File: src/rtl/d_phy_multilane_receiver_pkg.sv
// d_phy_pkg: sync byte, lane state and sync matcher shared by the
// multilane HS receiver (tolerant matching: D_PHY_SYNC_ERR_TOLERANT_EN).
package d_phy_pkg;

  localparam logic [7:0] SYNC_BYTE = 8'hB8;
  localparam int BYTE_PERIOD = 4;

  typedef enum logic {
    HUNT,
    LOCKED
  } lane_state_t;

  typedef struct packed {
    logic match;
    logic corrected;
  } sync_res_t;

  function automatic sync_res_t sync_match(
    input logic [7:0] b,
    input logic tolerant
  );
    sync_res_t r;
    logic [7:0] d;
    logic one;
    d = b ^ SYNC_BYTE;
    one = (d != 8'd0) && ((d & (d - 8'd1)) == 8'd0);
    r.match = (d == 8'd0) | (tolerant & one);
    r.corrected = tolerant & one;
    return r;
  endfunction

endpackage

File: src/rtl/d_phy_lane_deframer.sv
// Per-lane sync hunt, DDR phase lock and byte deframing.
// Tolerant sync matching and sync_corrected under D_PHY_SYNC_ERR_TOLERANT_EN.
module d_phy_lane_deframer
  import d_phy_pkg::*;
(
  input  logic       clock_p,
  input  logic       reset,
  input  logic       clear,
  input  logic       flush,
  input  logic [1:0] lane_bits,
  output logic [7:0] byte_data,
  output logic       byte_valid,
  output logic       locked
`ifdef D_PHY_SYNC_ERR_TOLERANT_EN
  ,
  output logic       sync_corrected
`endif
);

`ifdef D_PHY_SYNC_ERR_TOLERANT_EN
  localparam logic TOL = 1'b1;
`else
  localparam logic TOL = 1'b0;
`endif

  lane_state_t state, state_n;
  logic [8:0] sr;
  logic [1:0] cnt, cnt_n;
  logic phase, phase_n;
  sync_res_t r0, r1;
  logic e0, e1, hit;

  always_comb begin
    r0 = sync_match(sr[8:1], TOL);
    r1 = sync_match(sr[7:0], TOL);
  end

  assign e0 = r0.match & ~r0.corrected;
  assign e1 = r1.match & ~r1.corrected;
  assign hit = r0.match | r1.match;

  always_comb begin
    state_n = state;
    cnt_n = cnt;
    phase_n = phase;
    unique case (state)
      HUNT: begin
        if (hit) begin
          state_n = LOCKED;
          cnt_n = 2'(BYTE_PERIOD - 1);
          // exact beats tolerant, phase 0 beats phase 1
          phase_n = ~e0 & (e1 | ~r0.match);
        end
      end
      LOCKED: cnt_n = cnt - 2'd1;
      default: state_n = HUNT;
    endcase
    if (flush) begin
      state_n = HUNT;
      cnt_n = 2'd0;
    end
  end

  always_ff @(posedge clock_p or posedge reset) begin
    if (reset) begin
      sr <= '0;
      state <= HUNT;
      cnt <= 2'd0;
      phase <= 1'b0;
    end else if (clear) begin
      sr <= '0;
      state <= HUNT;
      cnt <= 2'd0;
      phase <= 1'b0;
    end else begin
      sr <= {lane_bits[1], lane_bits[0], sr[8:2]};
      state <= state_n;
      cnt <= cnt_n;
      phase <= phase_n;
    end
  end

  assign locked = (state == LOCKED);
  assign byte_valid = locked && (cnt == 2'd0);
  assign byte_data = phase ? sr[7:0] : sr[8:1];

`ifdef D_PHY_SYNC_ERR_TOLERANT_EN
  assign sync_corrected = (state == HUNT) & hit & ~(e0 | e1)
                        & ~flush & ~clear;
`endif

endmodule

File: src/rtl/d_phy_multilane_receiver.sv
// Multilane HS D-PHY receiver: per-lane deframers, deskew FIFOs, word align.
// Optional tolerant sync detect and sync_corrected: D_PHY_SYNC_ERR_TOLERANT_EN.
module d_phy_multilane_receiver
  import d_phy_pkg::*;
#(
  parameter int LANES = 2,
  parameter int SKEW_DEPTH = 4
) (
  input  logic                 clock_p,
  input  logic                 reset,
  input  logic [2*LANES-1:0]   lane_bits,
  input  logic                 clear,
  output logic [8*LANES-1:0]   data,
  output logic                 enable,
  output logic [LANES-1:0]     lane_locked,
  output logic                 skew_error
`ifdef D_PHY_SYNC_ERR_TOLERANT_EN
  ,
  output logic [LANES-1:0]     sync_corrected
`endif
);

  localparam int AW = (SKEW_DEPTH > 1) ? $clog2(SKEW_DEPTH) : 1;
  localparam logic [AW:0] FULL = (AW+1)'(SKEW_DEPTH);

  logic [7:0] lane_byte [LANES];
  logic [7:0] mem [LANES][SKEW_DEPTH];
  logic [AW-1:0] wr_ptr [LANES];
  logic [AW-1:0] rd_ptr [LANES];
  logic [AW:0] count [LANES];
  logic [LANES-1:0] push, nonempty, full;
  logic pop, overflow;

  for (genvar i = 0; i < LANES; i++) begin : g_lane
    d_phy_lane_deframer u_deframer (
      .clock_p       (clock_p),
      .reset         (reset),
      .clear         (clear),
      .flush         (overflow),
      .lane_bits     (lane_bits[2*i+1:2*i]),
      .byte_data     (lane_byte[i]),
      .byte_valid    (push[i]),
      .locked        (lane_locked[i])
`ifdef D_PHY_SYNC_ERR_TOLERANT_EN
      ,
      .sync_corrected(sync_corrected[i])
`endif
    );
    assign nonempty[i] = (count[i] != '0);
    assign full[i] = (count[i] == FULL);
  end

  // pops are all-lanes-at-once, so an overflow can never coincide with one
  assign pop = &nonempty;
  assign overflow = (|(push & full)) & ~pop;

  always_ff @(posedge clock_p) begin
    for (int i = 0; i < LANES; i++) begin
      if (!clear && !overflow && push[i])
        mem[i][wr_ptr[i]] <= lane_byte[i];
    end
  end

  always_ff @(posedge clock_p or posedge reset) begin
    if (reset) begin
      for (int i = 0; i < LANES; i++) begin
        wr_ptr[i] <= '0;
        rd_ptr[i] <= '0;
        count[i] <= '0;
      end
      data <= '0;
      enable <= 1'b0;
      skew_error <= 1'b0;
    end else if (clear) begin
      for (int i = 0; i < LANES; i++) begin
        wr_ptr[i] <= '0;
        rd_ptr[i] <= '0;
        count[i] <= '0;
      end
      data <= '0;
      enable <= 1'b0;
      skew_error <= 1'b0;
    end else if (overflow) begin
      for (int i = 0; i < LANES; i++) begin
        wr_ptr[i] <= '0;
        rd_ptr[i] <= '0;
        count[i] <= '0;
      end
      enable <= 1'b0;
      skew_error <= 1'b1;
    end else begin
      enable <= pop;
      for (int i = 0; i < LANES; i++) begin
        if (push[i])
          wr_ptr[i] <= wr_ptr[i] + 1'b1;
        if (pop) begin
          rd_ptr[i] <= rd_ptr[i] + 1'b1;
          data[8*i +: 8] <= mem[i][rd_ptr[i]];
        end
        unique case ({push[i], pop})
          2'b10: count[i] <= count[i] + 1'b1;
          2'b01: count[i] <= count[i] - 1'b1;
          default: count[i] <= count[i];
        endcase
      end
    end
  end

endmodule
File: config.mk
export PLATFORM = sky130hd
export DESIGN_NAME = d_phy_multilane_receiver
export DESIGN_NICKNAME = d
export VERILOG_FILES = /design/src/rtl/d_phy_multilane_receiver_pkg.sv /design/src/rtl/d_phy_lane_deframer.sv /design/src/rtl/d_phy_multilane_receiver.sv
export SDC_FILE = /design/constraint.sdc
export NUM_CORES = 1
export LEC_CHECK = 0
export CAP_MARGIN = 20
export CORE_UTILIZATION = 30
export CTS_BUF_LIST = sky130_fd_sc_hd__clkbuf_16
export DETAILED_ROUTE_END_ITERATION = 8
export GPL_TIMING_DRIVEN = 1
export PLACE_DENSITY = 0.47
export SLEW_MARGIN = 20
export SYNTH_ARGS = -nofsm -noshare
export SYNTH_HDL_FRONTEND = slang
export SYNTH_SLANG_ARGS = --single-unit
File: constraint.sdc
create_clock -name clock_p -period 3.2 [get_ports clock_p]
set_input_delay 0.8 -clock clock_p [delete_from_list [all_inputs] [get_ports clock_p]]
set_output_delay 0.8 -clock clock_p [all_outputs]
set_load 0.005 [all_outputs]
**After elaboration in Yosys (flattened, before gate mapping)**

Memories as Yosys holds them, arrays and structs flattened.
Index checks and enable logic that the tools add are counted.

- Flip-flop bits (word level): 58
- Bits in writable memories: 64
- Input bits: 7
- Output and inout bits: 20
- Word-level logic and storage cells: 157
- Memories kept: 1

Memories:

| memory | words | bits a word | read ports | clocked after Yosys merged registers in | wr ports | line | source |
|---|---|---|---|---|---|---|---|
| mem | 2 | 32 | 2 | 0 | 2 | d_phy_multilane_receiver.sv:27 | `logic [7:0] mem [LANES][SKEW_DEPTH];` |

- Add/subtract/negate cells: 10
- Magnitude comparators: 6
- Equal/unequal tests: 11
- Mux-type cells: 60
- Bitwise logic cells: 21
- Reductions and logical operators: 31

Operators by type and width:

| operator | count |
|---|---|
| two-way mux 8 bit | 10 |
| two-way mux 32 bit | 2 |
| binary-select mux 8 bit (select 2 bit) | 2 |
| demux 8 bit (select 2 bit) | 2 |
| logical NOT 8 bit | 4 |
| two-way mux 16 bit | 2 |
| two-way mux 1 bit | 20 |
| two-way mux 2 bit | 10 |
| two-way mux 9 bit | 2 |
| two-way mux 4 bit | 4 |
| NOT 4 bit | 4 |
| nonzero test 3 bit | 5 |
| greater-or-equal comparator 3 bit, second input constant | 4 |
| two-way mux 6 bit | 2 |
| NOT 2 -> 3 bit | 4 |
| one-hot mux 3 bit (2 select lines) | 2 |
| adder 2 x 1 -> 2 bit, second input constant | 4 |
| != test 4 x 3 -> 1 bit, second input constant | 2 |
| one-hot mux 2 bit (2 select lines) | 2 |
| AND reduction 2 bit | 4 |
| nonzero test 2 bit | 4 |
| nonzero test 4 bit | 2 |
| logical AND 1 bit | 7 |
| adder 3 x 1 -> 3 bit, second input constant | 2 |
| 14 further kinds | 33 |

**Logic depth before layout (Yosys ltp)**

Gate-level depths: netlist (run 1).

- Depth after elaboration: 10
- Depth in mapped cells: 10
- Gate-level depth less buffers: 9

**By module**

A second synthesis (run 1) with hierarchy kept.

- Cell total of the unflattened synthesis: 358
- Area, all modules: 5,257.5 um^2

By module, submodules not included:

| module | instances | cells each | area an instance (um^2) | seq. area each (um^2) |
|---|---|---|---|---|
| d_phy_multilane_receiver | 1 | 255 | 4,025.1 | 2,722.6 |
| d_phy_lane_deframer (g_lane[1].u_deframer) | 1 | 52 | 624.3 | 325.3 |
| d_phy_lane_deframer (g_lane[0].u_deframer) | 1 | 51 | 608.1 | 325.3 |

**Worst setup path after synthesis (run 1)**

Ideal clock, no wire load.

- Path kind: reg2reg
- Start: reg count[2] (netlist bit)
- End: reg count[5] (netlist bit)
- Setup time: 125 ps
- Data arrival time: 2,124 ps
- Required time: 3,075 ps
- Setup slack: 951 ps
- Stages on the path, launching flop included: 9
- Path buffers: 1
- Period minus slack after synthesis: 2,249 ps
- Path through: dfrtp_1 > or3_1 > nand2_1 > buf_2 > nor2_1 > fa_1 > nor4_1 > o21a_1 > nor3_2

- Longest elaborated chain between the ends: 6
- Elaborated cells between the ends (all ways): 13
- Those cells by class: 3 x eq/ne; 3 x mux; 3 x bitwise; 4 x reduce/logical

Ends and longest elaborated chain:

| element | line | source |
|---|---|---|
| from (decl) | d_phy_multilane_receiver.sv:30 | `logic [AW:0] count [LANES];` |
| from (signal, indexed assignment) | d_phy_multilane_receiver.sv:101 | `2'b10: count[i] <= count[i] + 1'b1;` |
| from (signal, indexed assignment) | d_phy_multilane_receiver.sv:102 | `2'b01: count[i] <= count[i] - 1'b1;` |
| from (signal, indexed assignment) | d_phy_multilane_receiver.sv:103 | `default: count[i] <= count[i];` |
| nonzero test 3 bit / equality test 3 bit (equally long branches) | d_phy_multilane_receiver.sv:49, d_phy_multilane_receiver.sv:50 |  |
| AND reduction 2 bit / bitwise AND 2 bit (equally long branches) | d_phy_multilane_receiver.sv:54, d_phy_multilane_receiver.sv:55 |  |
| equality test 2 x 1 -> 1 bit (tied with other cells) | d_phy_multilane_receiver.sv:100 | `unique case ({push[i], pop})` |
| one-hot mux 3 bit (2 select lines) / bitwise AND 1 bit (equally long branches) | d_phy_multilane_receiver.sv:100, d_phy_multilane_receiver.sv:55 |  |
| two-way mux 6 bit | d_phy_multilane_receiver.sv:83 | `end else if (overflow) begin` |
| two-way mux 6 bit | d_phy_multilane_receiver.sv:74 | `end else if (clear) begin` |

Parallel ways exist; a longest one is shown, timed or not.
A chain may end at the register's enable or synchronous reset.

==> results.md, run 1 <==
- The run finished with clean final reports.
- No sink is reached through more buffers than the 2 on the longest clock path.
- TritonCTS built the clock tree.
- The number of library cell types mapped by synthesis is 44.
- The floorplan has between 40 and 50 rows.
- The number of filler instances in the final layout is ~1600.
- sky130_fd_sc_hd__edfxtp_1 takes more of the synthesized area than any other cell.
- After detailed routing, the average wire length per cell comes to approximately 15 um.
- The die outline height is about 130 um.
- For this configuration, the core starts out at a cell density of 0.3111.
- Once placement finished, the instance area stood at between 5000 and 6000 um2.
- The synthesized area divided by synthesized cell count is approximately 14 um2.
- The total wirelength of the detailed-routed design is about 9.8 mm.
- The first global-routing pass estimated about 16 mm of wire.
- In the final layout, the multi-input gates occupy roughly 1700 um2.
- The via count of the first global-routing pass was 3010.
- The clock period could shrink to approximately 2.4 ns.
- The required time at the endpoint of the critical path is 3.26 ns.
- The detailed-placement wirelength estimate is approximately 6.5 mm.
- The maximum vdd drop is ~0.34 mV.
- The arrival time of the worst setup path is 2.42 ns.
- The number of warnings reported in the yosys synthesis log is 0.
- The post-route fraction of the period consumed by the critical path is 0.7377.
- The repair_antennas step left the layout with diodes totalling 0.
- The first detailed-routing pass took 4 iterations.
- The synthesis-stage register bit count is 122.
- Buffers inserted to repair hold after CTS numbered 0.
- Post-CTS timing repair inserted 0 buffers for setup.
- Hold timing on the final database bottoms out at a slack of roughly 0.52 ns.
- The category of the most critical setup path is reg2reg.
- The post-layout total power is ~3.6 mW.
- The total of max-cap violations is 0.
- The worst relative slew slack is 0.5735.
- The number of buffers created by CTS is 17.
- The type of element capturing the critical path is a register.
- The total of buffers placed on input and output ports is 26.
- The overall die width is 134.1 um.
- The number of max-slew violations in the final report is 0.
- In the final layout, flip-flops and latches occupy roughly 3400 um2.
- In this run, synthesis inferred between 60 and 70 flip-flops with an integrated enable.
- The finished layout cell area is about 6300 um2.
- The leakage power total is between 2 and 2.5 nW.
- By area the synthesized netlist is led by sky130_fd_sc_hd__edfxtp_1, sky130_fd_sc_hd__dfrtp_1, sky130_fd_sc_hd__mux4_2.
- The most instantiated library cell after synthesis is sky130_fd_sc_hd__edfxtp_1.
- The fraction of the yosys area taken by sequential cells is 0.6447.
- Across every metal layer, demand over resource in global routing totals 0.1216.
- After clock tree synthesis, the clock-pin slew on the worst setup and hold paths is around 0.050 ns.
- The clock tree skew after final layout is approximately 0.0047 ns.
- For this design the ratio of total power to cell area is between 500 and 600 nW/um2.
- The total DRC errors in the routed layout is 0.
- The share of layout cells above drive strength 1 is 0.1787.
- The async set or reset register ratio after synthesis is 0.4754.
- Compared with the post-synthesis result, the final layout area differs by 19.99%.
- For flop-to-flop paths, the worst setup slack is approximately 0.84 ns.
- The initial antenna violation count is 0.
- At the end of the flow, the number of nets in the layout was 420.
- For the pin with the worst max-slew slack, the measured transition is 0.6388 ns.
- The first-iteration detailed-routing DRC count is between 150 and 200.
- The total global routing overflow is 0.
- The die area is approximately 18000 um2.
- The detailed router placed 2978 vias in this run.
- The primary flip-flop cell chosen by synthesis mapping is sky130_fd_sc_hd__edfxtp_1.
- The region available for standard cell placement spans roughly 17000 um2.
- The H-tree was split into 4 levels.
- Counting instances in the post-synthesis netlist gives the leading cell types as sky130_fd_sc_hd__edfxtp_1, sky130_fd_sc_hd__dfrtp_1, sky130_fd_sc_hd__nand2_1.
- The critical-path maximum fanout is 13.
- The share of synthesized area in the top cell type comes to 0.3673.
- Adding up every negative setup slack in the final design gives 0 ns.
- Timing would allow up to ~420 MHz.
- The net count of the mapped netlist is 389.
- Routability-driven placement finished with a final weighted congestion of between 0.7 and 0.8.
- Post-CTS repair changed the size of 0 cells.
- Clock latency on the worst-skew pair, taken at its later pin, is just over 0.4 ns.
- The pin count of the biggest net entering global routing is between 40 and 50.
- The number of endpoints with negative hold slack in the final report was 0.
- 27 I/O pins were placed.
- Setup repair after global routing left no endpoint under its margin.
- Summing every instance area after synthesis gives 5233 um2.
- CTS saw between 100 and 150 sinks.
- The type of origin of the critical path is a register.
- The tree is rooted in a sky130_fd_sc_hd__clkbuf_16.
- The cell count after synthesis came out at 370.
- The final antenna-violating net count is 0.
- After detailed routing, the number of vias per cell comes to 4.697.
- The min-delay analysis places its worst path in the category reg2reg.
- Setup violations remaining at the end of the flow were counted as 0.
[stage by stage]
stage / util / cells / worst slack (ns)
2_1_floorplan: - / 370 / 0.9514
3_3_place_gp: 0.3395 / 602 / 0.8172
3_5_place_dp: 0.3395 / 602 / 0.7928
4_1_cts: 0.3733 / 634 / 0.7876
5_1_grt: 0.3733 / 634 / 0.6772
6_report: 0.3733 / 634 / 0.8394
[final timing paths]
| kind | startpoint | to | cells past startpoint |
|---|---|---|---|
| setup / recovery | g_lane[0].u_deframer.cnt[0]$_DFFE_PP0P_ | mem[0][49]$_DFFE_PP_ | 7 |
| hold / removal | data[8]$_DFFE_PP0P_ | data[8]$_DFFE_PP0P_ | 2 |
| setup reg to reg | g_lane[0].u_deframer.cnt[0]$_DFFE_PP0P_ | mem[0][49]$_DFFE_PP_ | 7 |
| hold reg to reg | data[8]$_DFFE_PP0P_ | data[8]$_DFFE_PP0P_ | 2 |
| max in group asynchronous | reset | g_lane[1].u_deframer.sr[5]$_DFF_PP0_ | 3 |
| min in group asynchronous | reset | data[0]$_DFFE_PP0P_ | 2 |
[placed cells by master, fill, tap and decap left out, types with 3 or more instances in the layout]
master,synthesis,routed
sky130_fd_sc_hd__mux2_2,16,16
sky130_fd_sc_hd__bufinv_16,0,3
sky130_fd_sc_hd__and3_1,11,11
sky130_fd_sc_hd__clkdlybuf4s50_1,0,25
sky130_fd_sc_hd__clkinv_1,0,3
sky130_fd_sc_hd__nand2_1,46,46
sky130_fd_sc_hd__o211a_1,4,4
sky130_fd_sc_hd__nor4bb_1,4,4
sky130_fd_sc_hd__clkbuf_16,0,17
sky130_fd_sc_hd__edfxtp_1,64,64
sky130_fd_sc_hd__a21oi_1,24,24
sky130_fd_sc_hd__nor3_2,3,3
sky130_fd_sc_hd__buf_4,2,8
sky130_fd_sc_hd__nor2b_1,18,18
sky130_fd_sc_hd__nand3_1,5,5
sky130_fd_sc_hd__a31oi_1,4,4
sky130_fd_sc_hd__nor3_1,4,4
sky130_fd_sc_hd__nor2_1,12,12
sky130_fd_sc_hd__dfrtp_1,58,58
sky130_fd_sc_hd__inv_1,11,13
sky130_fd_sc_hd__mux4_2,16,16
sky130_fd_sc_hd__or3_1,5,5
sky130_fd_sc_hd__clkinv_2,0,6
sky130_fd_sc_hd__and2_1,3,3
sky130_fd_sc_hd__ha_1,10,10
[kinds of logic after synthesis]
family	share of synthesized area
flip-flops	0.6447
AND/OR/NAND/NOR	0.1220
AO/OA/AOI/OAI	0.05715
buffers and inverters	0.02941
multiplexers	0.1033
adder cells (fa/ha/maj)	0.03156
XOR/XNOR	0.01196
[cell type report]
| class | count | area share |
|---|---|---|
| repair buffers | 34 | 0.05022 |
| multi-input cells | 215 | 0.2716 |
| clock buffers | 17 | 0.06776 |
| inverters | 11 | 0.006576 |
| clock inverters | 15 | 0.02272 |
| flip-flops and latches | 122 | 0.5373 |
| well taps | 220 | 0.04384 |
[registers in the layout, summed over array words and instances (netlist names)]
signal                    cells
mem                          64
g_lane.u_deframer.sr         18
data                         16
count                         6
g_lane.u_deframer.cnt         4
rd_ptr                        4
wr_ptr                        4
g_lane.u_deframer.locked      2
g_lane.u_deframer.phase       2
enable                        1
skew_error                    1
[per-layer routing]
| metal | wire [um] | global-route usage |
|---|---|---|
| met5 | 0 | 0 |
| met1 | 4799 | 0.1653 |
| met4 | 194 | 0.06929 |
| met2 | 4408 | 0.1744 |
| met3 | 356 | 0.03364 |
[critical path, cell delays in order, from the launching register on]
cell and delay [ns]:
sky130_fd_sc_hd__dfrtp_1 0.36, sky130_fd_sc_hd__inv_1 0.05, sky130_fd_sc_hd__ha_1 0.22, sky130_fd_sc_hd__and2_1 0.30, sky130_fd_sc_hd__and3_1 0.27, sky130_fd_sc_hd__nor3_2 0.16, sky130_fd_sc_hd__buf_4 0.18, sky130_fd_sc_hd__and3_1 0.46
[report_power, final]
part           internal (mW)  switching (mW)
combinational         0.0219          0.0416
sequential              1.66         0.00773
clock                   1.19           0.635
(Power assumes the default switching activity.)
==> inputs of run 2 (changes only) <==
--- a/config.mk
+++ b/config.mk
@@ -10,7 +10,7 @@
 export CTS_BUF_LIST = sky130_fd_sc_hd__clkbuf_16
 export DETAILED_ROUTE_END_ITERATION = 8
 export GPL_TIMING_DRIVEN = 1
-export PLACE_DENSITY = 0.47
+export PLACE_DENSITY = 0.48
 export SLEW_MARGIN = 20
 export SYNTH_ARGS = -nofsm -noshare
 export SYNTH_HDL_FRONTEND = slang
==> constraint.sdc (replaced) <==
create_clock -name clock_p -period 1.9 [get_ports clock_p]
set_input_delay 0.475 -clock clock_p [delete_from_list [all_inputs] [get_ports clock_p]]
set_output_delay 0.475 -clock clock_p [all_outputs]
set_load 0.005 [all_outputs]
==> run 2 against run 1 <==
Compared with the run above:
- core utilization grew 2.7 points
- count of clock-buffer cells in the layout is the same
- die area unchanged
- global-route usage increased by 0.66 points
- routed wire length increased by 5.5%
- cell count rose by 5.2%
- combinational power is 100% higher
- clock skew up 0.0033 ns
- worst setup slack got worse by 0.80 ns
- maximum frequency is 27% higher
- critical path type unchanged
- critical endpoint is now mem[0][54]$_DFFE_PP_
- largest cell class unchanged
==> results.md, run 2 (same netlist as run 1, synthesis figures left out) <==
- The die outline height is 134.1 um.
- In the layout the commonest cells are sky130_fd_sc_hd__edfxtp_1, sky130_fd_sc_hd__dfrtp_1, sky130_fd_sc_hd__nand2_1, sky130_fd_sc_hd__buf_4, sky130_fd_sc_hd__a21oi_1.
- The sequential fraction of design power is 0.468.
- The effective utilization at floorplan is 0.3111.
- The die area is 17970 um2.
- The count of antenna diodes in the layout is 0.
- The post-route minimum period is approximately 1.9 ns.
- The via count of the first global-routing pass is 3159.
- The final hold slack is ~0.34 ns.
- After global routing the overflow that remains totals 0.
- The most frequent standard cell in the layout excluding fill and tap cells is sky130_fd_sc_hd__edfxtp_1.
- The detailed-placement wirelength estimate is 6.824 mm.
- The maximum vdd drop is about 0.57 mV.
- The power density relative to cell area is a little under 900 nW/um2.
- CTS built an H-tree with a depth of 4.
- The internal portion of the total power is ~4.9 mW.
- The number of placement rows is 47.
- The total DRC errors in the routed layout is 0.
- The clock edge transition at the registers on the reported setup and hold paths is ~0.050 ns.
- The first-iteration detailed-routing DRC count is between 200 and 250.
- The share of layout cells above drive strength 1 is 0.2975.
- The worst setup path is captured at a register.
- The cell family contributing the most delay on the critical path is simple AND/OR/NAND/NOR gates.
- Dividing the final minimum period by the clock period gives 0.9800.
- The maximum number of buffers from clock root to sink is 2.
- The routed wire length per instance is 15.44 um.
- The slew at the pin closest to its max-slew limit is approximately 0.62 ns.
- Static timing analysis puts the maximum clock frequency at around 540 MHz.
- Among all stages on the critical path, the largest delay is contributed by sky130_fd_sc_hd__dfrtp_1.
- The overall die width is ~130 um.
- The source of the worst register-to-register timing path is g_lane[1].u_deframer.cnt[1]$_DFFE_PP0P_.
- The worst relative slew slack is 0.5872.
- Data on the critical path is required at its endpoint by between 2 and 2.5 ns.
- Entering global routing, the biggest net connects 44 pins.
- Counting the fill cells in the layout gives about 1600.
- The critical-path maximum fanout is 8.
- The number of buffers created by CTS is 17.
- TritonCTS built the clock tree.
- Of the total power, combinational logic draws 0.021.
- For this design, the sink count on the clock tree is between 100 and 150.
- The run finished with clean final reports.
- The global-route total usage across every layer is 0.1283.
- The total wirelength of the detailed-routed design is between 10 and 15 mm.
- Walking the worst path, the cells encountered are inv_2 > ha_4 > and2_4 > and3_4 > nor3_4 > buf_6 > buf_6 > and3_4.
- Summing all non-filler instances in the final layout gives an area of just under 7000 um2.
- The clock tree skew after final layout is 0.008016 ns.
- The register with the most flip-flops in the layout has 64 of them.
- The net switching share of the total power is 0.1911.
- The tool flagged a number of max-cap violations equal to 0.
- The number of max-slew violations in the final report is 0.
- The count of buffers added on input and output ports is 26.
- The initial antenna violation count is 0.
- The number of endpoints with negative hold slack in the final report is 0.
- The final antenna-violating net count is 0.
- The worst setup path is launched from a register.
- The leakage power total is 2.618 nW.
- The instance area after placement is 6000 um2.
- The category of the most critical setup path is reg2reg.
- The switching power is ~1.1 mW.
- The final route contains between 3000 and 4000 vias.
- In the final design database the tool counted roughly 450 nets.
- For the worst setup path, the data arrival time is just under 2 ns.
- The first global-routing pass estimated approximately 17 mm of wire.
- The min-delay analysis places its worst path in the category in2async.
- The clock share of power is 0.511.
- The core region is 16820 um2.
- Setup violations remaining at the end of the flow were counted as 0.
- The final weighted congestion of routability-driven global placement is between 0.7 and 0.8.
- After detailed routing, the number of vias per cell comes to roughly 4.6.
- At the later pin of the worst-skew pair, clock insertion delay measures 0.41 ns.
- The detailed-routing iteration count for the pre-antenna-repair pass is 6.
- The beginning of the critical path is g_lane[1].u_deframer.cnt[1]$_DFFE_PP0P_.
- Setup repair after global routing could not meet its margin everywhere.
- The area overhead of the layout relative to synthesis is 28.74%.
- Summing internal, switching and leakage power gives approximately 6 mW.
- 27 I/O pins were placed.
- The largest single stage delay on the critical path is roughly 0.36 ns.
- The cell sitting at the root of the clock tree is a sky130_fd_sc_hd__clkbuf_16.
- Counting both buffers and inverters, the worst setup path holds a total of 3.
-- run 2: changes by cell type in the layout (fill, tap and decap cells not counted), moves of 3 or more --
cell                     change
sky130_fd_sc_hd__buf_6       +3
sky130_fd_sc_hd__buf_4      +26
sky130_fd_sc_hd__and3_1      -9
sky130_fd_sc_hd__and3_4      +7
sky130_fd_sc_hd__buf_12      +3
-- run 2: timing repair --
item	4_1_cts	5_1_grt
resized for setup	16	16
hold endpoints to repair	0	0
hold buffers	0	0
pin swaps	5	5
setup endpoints to repair	68	68
setup buffers	5	2
-- run 2: final timing paths --
kind                                                           end  slack, ns  cells after the start
max reg2reg                                   mem[0][54]$_DFFE_PP_       0.04                      8
max in group asynchronous                     data[11]$_DFFE_PP0P_       1.15                      3
min in group clock_p          g_lane[1].u_deframer.sr[6]$_DFF_PP0_       0.51                      1
min reg2reg                   g_lane[1].u_deframer.sr[6]$_DFF_PP0_       0.51                      1
max                                           mem[0][54]$_DFFE_PP_       0.04                      8
min                        g_lane[1].u_deframer.cnt[0]$_DFFE_PP0P_       0.34                      2
-- run 2: final cells by class --
cell class | instances | area (um2) | share of cell area
flip-flops and latches | 122 | 3374 | 0.5009
multi-input cells | 215 | 1856 | 0.2754
repair buffers | 67 | 616.8 | 0.09157
clock buffers | 17 | 425.4 | 0.06315
well taps | 220 | 275.3 | 0.04086
clock inverters | 15 | 143.9 | 0.02136
inverters | 11 | 45.04 | 0.006686
-- run 2: worst register-to-register path, stage by stage, from the launching register on --
cell	delay, ns
sky130_fd_sc_hd__dfrtp_1	0.36
sky130_fd_sc_hd__inv_2	0.05
sky130_fd_sc_hd__ha_4	0.15
sky130_fd_sc_hd__and2_4	0.14
sky130_fd_sc_hd__and3_4	0.18
sky130_fd_sc_hd__nor3_4	0.17
sky130_fd_sc_hd__buf_6	0.15
sky130_fd_sc_hd__buf_6	0.11
sky130_fd_sc_hd__and3_4	0.25
-- run 2: per-stage QoR --
stage	worst slack [ns]	TNS [ns]	utilization	std cells
finish	0.03809	0	0.4005	667
detailed placement	-0.1691	-8.158	0.3567	628
CTS	0.005181	0	0.3956	665
global route	-0.04276	-1.088	0.4005	667
global placement	-0.1620	-7.344	0.3567	628
floorplan	-0.1146	-0.3589	-	370
-- run 2: power by group through the flow --
stage	logic [mW]	clock network (mW)	registers, mW
finish	0.128	3.07	2.81
detailed placement	0.125	0	2.86
CTS	0.131	3.17	2.81
global route	0.143	3.28	2.81
global placement	0.125	0	2.86
floorplan	0.0707	0	2.85
-- run 2: layer usage --
layer	global-route usage	wire length [um]	share of wire	vias to the layer above
met5	0	0	0	-
met2	0.1883	4733	0.46	56
met1	0.1722	4964	0.48	1525
met3	0.04308	444	0.043	13
met4	0.05618	157	0.015	0
li1	-	-	-	1488
==> RTL edit 1: new RTL, settings of run 2 <==
Build with the macro `D_PHY_SYNC_ERR_TOLERANT_EN` defined.
--- a/src/rtl/d_phy_lane_deframer.sv
+++ b/src/rtl/d_phy_lane_deframer.sv
@@ -2,2 +2,4 @@
 // Tolerant sync matching and sync_corrected under D_PHY_SYNC_ERR_TOLERANT_EN.
+`define D_PHY_SYNC_ERR_TOLERANT_EN
+
 module d_phy_lane_deframer
Check against the original RTL (old outputs only; new: sync_corrected): not equivalent (a bounded check fails within 4 cycles, from zero or initial values and one cycle with reset high).
==> RTL edit 1 against run 2 <==
The flow now finishes with violations (setup timing). Sequential cell count unchanged. Wire length increased by 12%. Setup slack got worse by 0.64 ns. Critical path depth decreased by 2. Total power increased by 6.5%. Critical endpoint is now sync_corrected[1]. Register-to-register slack got worse by 0.13 ns. Highest routed layer unchanged. Cell area increased by 7.8%. Synthesized area increased by 4.7%.
==> RTL edit 1: results (changes against run 2) <==
[clock_network]
worstSkewPairLatency_ns = 0.40
cts_repair_resize_count = 33  ; +17
post_cts_buffers = 9  ; +4
ctsHtreeMaxLevel = 4  ; unchanged

[place]
dpl_worst_slack_ns = -0.586  ; -0.416 ns
placed_area_um2 = 6410  ; +6.8%
hpwl_um = 7360  ; +7.8%
io_buffer_count = 28  ; +7.7%
place.gp.congestion = 0.816  ; +11%

[finish]
finish.net_count = 529  ; +17%
fraction_of_area_in_multi_input_gates = 0.281  ; +0.00532
drive_above_1_share = 0.323  ; +0.0256
seq_area_frac = 0.465  ; -0.0356
layout.nonclk_buf_frac = 0.121  ; +0.0291
nonClockInverterCount = 16  ; +5
flops_and_latches = 122  ; unchanged
non_clock_buffer_count = 101  ; +51%
n_multi_input_combinational_cell = 252  ; +17%
nFillCells = 1698  ; +5.8%

[drt]
met2_wirelength_um = 5540  ; +17%
drt_pre_antenna_iters = 4  ; -2
first_iter_violations = 230  ; +7.5%
met3WireLength_um = 353  ; -20%
drt-met1-wl_um = 5520  ; +11%
dr_total_vias = 3523  ; +14%
drt_wl_total_um = 11600  ; +12%

[logic_synthesis]
register_area_share_after_synthesis = 0.616  ; -0.0291
synth.cells.most_frequent = sky130_fd_sc_hd__edfxtp_1 (64), sky130_fd_sc_hd__dfrtp_1 (58), sky130_fd_sc_hd__nand2_1 (48)
largest_cells_by_area_after_synthesis = sky130_fd_sc_hd__edfxtp_1 (35%), sky130_fd_sc_hd__dfrtp_1 (26%), sky130_fd_sc_hd__mux4_2 (6.6%)
synth_cell_type_count = 54  ; +23%
synth_fp_nets = 442  ; +14%
synth_flop_cell = sky130_fd_sc_hd__edfxtp_1

[global_route]
grt_start_max_net_pins = 59  ; +34%
global_routing_usage_summed_across_all_routing_layers = 0.136  ; +0.00797
grt_first_pass_wirelength_um = 19000  ; +12%
global_route.usage.met3 = 0.0341  ; -0.00901
globalRouteMet2Util = 0.218  ; +0.0295
grt_pass1_vias = 3556  ; +13%
globalRouteMet1Util = 0.178  ; +0.00599

[critical_path]
critPathArrivalTime_ns = 2.03  ; +0.06 ns
critical_path_peak_fanout = 7  ; -1
rr_worst_depth = 9  ; +1

[outcome]
violations = setup timing
outcome = complete, but fails checks

[floorplanning]
row_cnt = 49  ; +4.3%

[pwr]
clock_share_of_power = 0.524  ; +0.013
static-leakage-power_nw = 2.89  ; +10%
worst_ir_drop_vdd_mv = 0.608  ; +6.2%
power_share_of_the_combinational_group = 0.035  ; +0.014
switching_power_w = 0.00122  ; +5.9%
seq_pwr_w = 0.00282  ; about the same

[timing]
skew_ns = 0.00539  ; -0.00262 ns
timing.final.ws_setup_ns = -0.603  ; -0.641 ns
finalSetupViolCount = 68  ; +68
max_slew_margin = 0.580  ; -0.00739

[min_path]
worstHoldPathType = primary input to register

==> RTL edit 1: cell count changes in the layout (fill, tap and decap cells not counted), sizes merged, moves of 4 or more <==
cell / run 2 / this run
buf: 42 / 76
xnor2: 2 / 6
nor2b: 18 / 13
a21oi: 24 / 35
o31a: 0 / 4
nand3: 5 / 1
o21ai: 2 / 14
mux2: 16 / 10
inv: 15 / 19
o2111ai: 0 / 5
o211a: 4 / 0
nor2: 12 / 29
==> RTL edit 1: worst max-delay path, stage by stage (launching register included) <==
cell and delay (ns):
sky130_fd_sc_hd__dfrtp_2 0.47, sky130_fd_sc_hd__nor4b_4 0.34, sky130_fd_sc_hd__o2111ai_1 0.14, sky130_fd_sc_hd__a21oi_1 0.21
sky130_fd_sc_hd__or3_4 0.17, sky130_fd_sc_hd__and4b_1 0.18, sky130_fd_sc_hd__buf_2 0.12
==> RTL edit 1: path summary, 6_finish.rpt <==
| path | slack [ns] | end | startpoint |
|---|---|---|---|
| max | -0.60 | sync_corrected[1] | g_lane[1].u_deframer.sr[2] |
| min | 0.35 | skew_error | clear |
| max reg2reg | -0.09 | count[5] | count[1] |
| min reg2reg | 0.52 | skew_error | skew_error |
| max in group asynchronous | 1.11 | g_lane[1].u_deframer.sr[2] | reset |
| min in group asynchronous | 0.51 | g_lane[0].u_deframer.sr[5] | reset |
==> RTL edit 1: metrics by stage <==
step	std cells	util	TNS, ns
detailed placement	704	0.358	-6.85
finish	752	0.406	-4.54
global route	752	0.406	-11.08
CTS	746	0.401	-10.47
floorplan	423	-	-0.363
global placement	704	0.358	-4.31
==> RTL edit 1: cells by family after synthesis <==
logic type,synth area share
and+or+nand+nor,0.123
DFF,0.616
AOI/OAI and AO/OA,0.0847
buffers and inverters,0.0406
muxes,0.0900
adders and majority gates,0.0320
xor gates and xnor gates,0.0142
==> RTL edit 2: new RTL, settings of run 2 <==
Made on the original files. Make the reset (`reset`) synchronous in 2 clocked blocks.
--- a/src/rtl/d_phy_lane_deframer.sv
+++ b/src/rtl/d_phy_lane_deframer.sv
@@ -63,3 +63,3 @@
 
-  always_ff @(posedge clock_p or posedge reset) begin
+  always_ff @(posedge clock_p) begin
     if (reset) begin
--- a/src/rtl/d_phy_multilane_receiver.sv
+++ b/src/rtl/d_phy_multilane_receiver.sv
@@ -63,3 +63,3 @@
 
-  always_ff @(posedge clock_p or posedge reset) begin
+  always_ff @(posedge clock_p) begin
     if (reset) begin
Behaviour: differs if reset is asserted again (counterexample within 10 cycles, from zero or initial values and one cycle with reset high); with reset held inactive, the same outputs for 10 cycles.
==> RTL edit 2 against run 2 <==
The run now ends with setup timing left. Count of clock-buffer cells in the layout unchanged. Setup slack got worse by 0.30 ns. Die area decreased by 4.4%. First-iteration DRC count decreased by 43%. Wire length decreased by 9.1%. Cell area about the same. Synthesized area decreased by 4.5%. Sequential cell count unchanged. Core utilization increased by 1.9 points.
Power is not compared: it rests on default switching activity, and its combinational part moved more than twofold at a synthesized area within 25%.
==> RTL edit 2: results (changes against run 2) <==
[outcome]
outcome = complete, but fails checks
violations = setup timing

[place]
dp_cells = 608  ; -3.2%

[logic_synthesis]
post_synth_mux_area_share = 0.108  ; +0.00486
register_area_share_after_synthesis = 0.645  ; about the same
synth.cells.most_frequent = sky130_fd_sc_hd__edfxtp_1 (78), sky130_fd_sc_hd__dfxtp_1 (44), sky130_fd_sc_hd__and2_1 (26)
synth_fp_nets = 366  ; -5.9%
post_synth_fa_ha_maj_area_fraction = 0.0466  ; +0.0150
synth_cell_type_count = 35  ; -20%
async_reset_ff_frac = 0  ; -0.475

[timing]
transition_time_of_the_tightest_slew_check_pin_ns = 0.460  ; -0.159 ns
skew_ns = 0.00805  ; +0.0000300 ns
finalSetupViolCount = 76  ; +76
timing.final.ws_setup_ns = -0.261  ; -0.299 ns

[critical_path]
critPathArrivalTime_ns = 2.40  ; +0.43 ns

[drt]
drt_pre_antenna_iters = 4  ; -2
first_iter_violations = 121  ; -43%
wl_per_cell_um = 14.4  ; -7.0%
via_per_instance_ratio = 4.40  ; -4.8%

[clock_network]
cts_repair_resize_count = 52  ; +36
post_cts_buffers = 11  ; +6

[global_route]
globalRouteMet2Util = 0.182  ; -0.00618
grt_start_max_net_pins = 18  ; -59%
grt_pass1_vias = 2824  ; -11%
globalRouteMet1Util = 0.164  ; -0.00846
global_route.usage.met3 = 0.0455  ; +0.00237

[min_path]
worstHoldPathType = register to register

[finish]
post_layout_instance_count_excluding_filler_cells = 652  ; -2.2%

==> RTL edit 2: changes by cell type in the layout (fill, tap and decap cells not counted), sizes merged, moves of 6 or more <==
cell / run 2 / this run
buf: 42 / 54
nor2b: 18 / 0
dfrtp: 58 / 0
a21oi: 24 / 5
nor3: 7 / 13
inv: 15 / 24
dfxtp: 0 / 44
nand2: 46 / 24
ha: 10 / 17
o2bb2ai: 0 / 16
and3: 12 / 4
edfxtp: 64 / 78
and2: 4 / 26
==> RTL edit 2: per-stage QoR <==
step | worst slack [ns] | TNS [ns] | area, um2 | hold slack [ns]
after floorplan | -0.373 | -1.05 | 5050 | 0.438
after global placement | -0.303 | -20.33 | 5820 | 0.451
after detailed placement | -0.339 | -23.41 | 5820 | 0.457
after CTS | -0.220 | -4.98 | 6650 | 0.465
after global routing | -0.369 | -13.82 | 6740 | 0.483
final | -0.261 | -5.24 | 6740 | 0.460
==> RTL edit 2: critical path, cell delays in order, from the launching register on <==
cell,delay (ns)
sky130_fd_sc_hd__edfxtp_1,0.41
sky130_fd_sc_hd__buf_4,0.16
sky130_fd_sc_hd__buf_6,0.10
sky130_fd_sc_hd__nand4b_1,0.13
sky130_fd_sc_hd__a2111oi_4,0.10
sky130_fd_sc_hd__nor3_2,0.16
sky130_fd_sc_hd__nand2_2,0.09
sky130_fd_sc_hd__fa_2,0.37
sky130_fd_sc_hd__xnor2_2,0.15
sky130_fd_sc_hd__xnor2_1,0.12
sky130_fd_sc_hd__nor3_1,0.19
==> RTL edit 2: routing by layer <==
| layer | share of wire | up-vias | routed length (um) |
|---|---|---|---|
| met5 | 0 | - | 0 |
| met4 | 0.012 | 0 | 109 |
| met3 | 0.029 | 9 | 269 |
| met2 | 0.46 | 47 | 4290 |
| met1 | 0.50 | 1383 | 4690 |
| li1 | - | 1428 | - |
==> RTL edit 2: cell type report <==
type / count / area share
Sequential cell: 122 / 0.479
Inverter: 20 / 0.0115
Tap cell: 216 / 0.0401
Clock buffer: 17 / 0.0632
Clock inverter: 15 / 0.0260
Timing Repair Buffer: 80 / 0.107
Multi-Input combinational cell: 182 / 0.273
==> RTL edit 2: worst paths after layout <==
path	startpoint	to	slack [ns]	depth (start not counted)
worst max-delay path	count[0][2]	count[0][2]	-0.26	10
worst min-delay path	data[10]	data[10]	0.46	2
worst max register to register	count[0][2]	count[0][2]	-0.26	10
worst min register to register	data[10]	data[10]	0.46	2
==> RTL edit 2: power by group through the flow <==
stage | clock network (W) | logic [W] | registers, W
after detailed placement | 0 | 0.000958 | 0.00306
after floorplan | 0 | 0.000581 | 0.00304
final | 0.00323 | 0.00114 | 0.00300
after CTS | 0.00332 | 0.00107 | 0.00300
after global routing | 0.00344 | 0.00125 | 0.00302
after global placement | 0 | 0.000944 | 0.00306
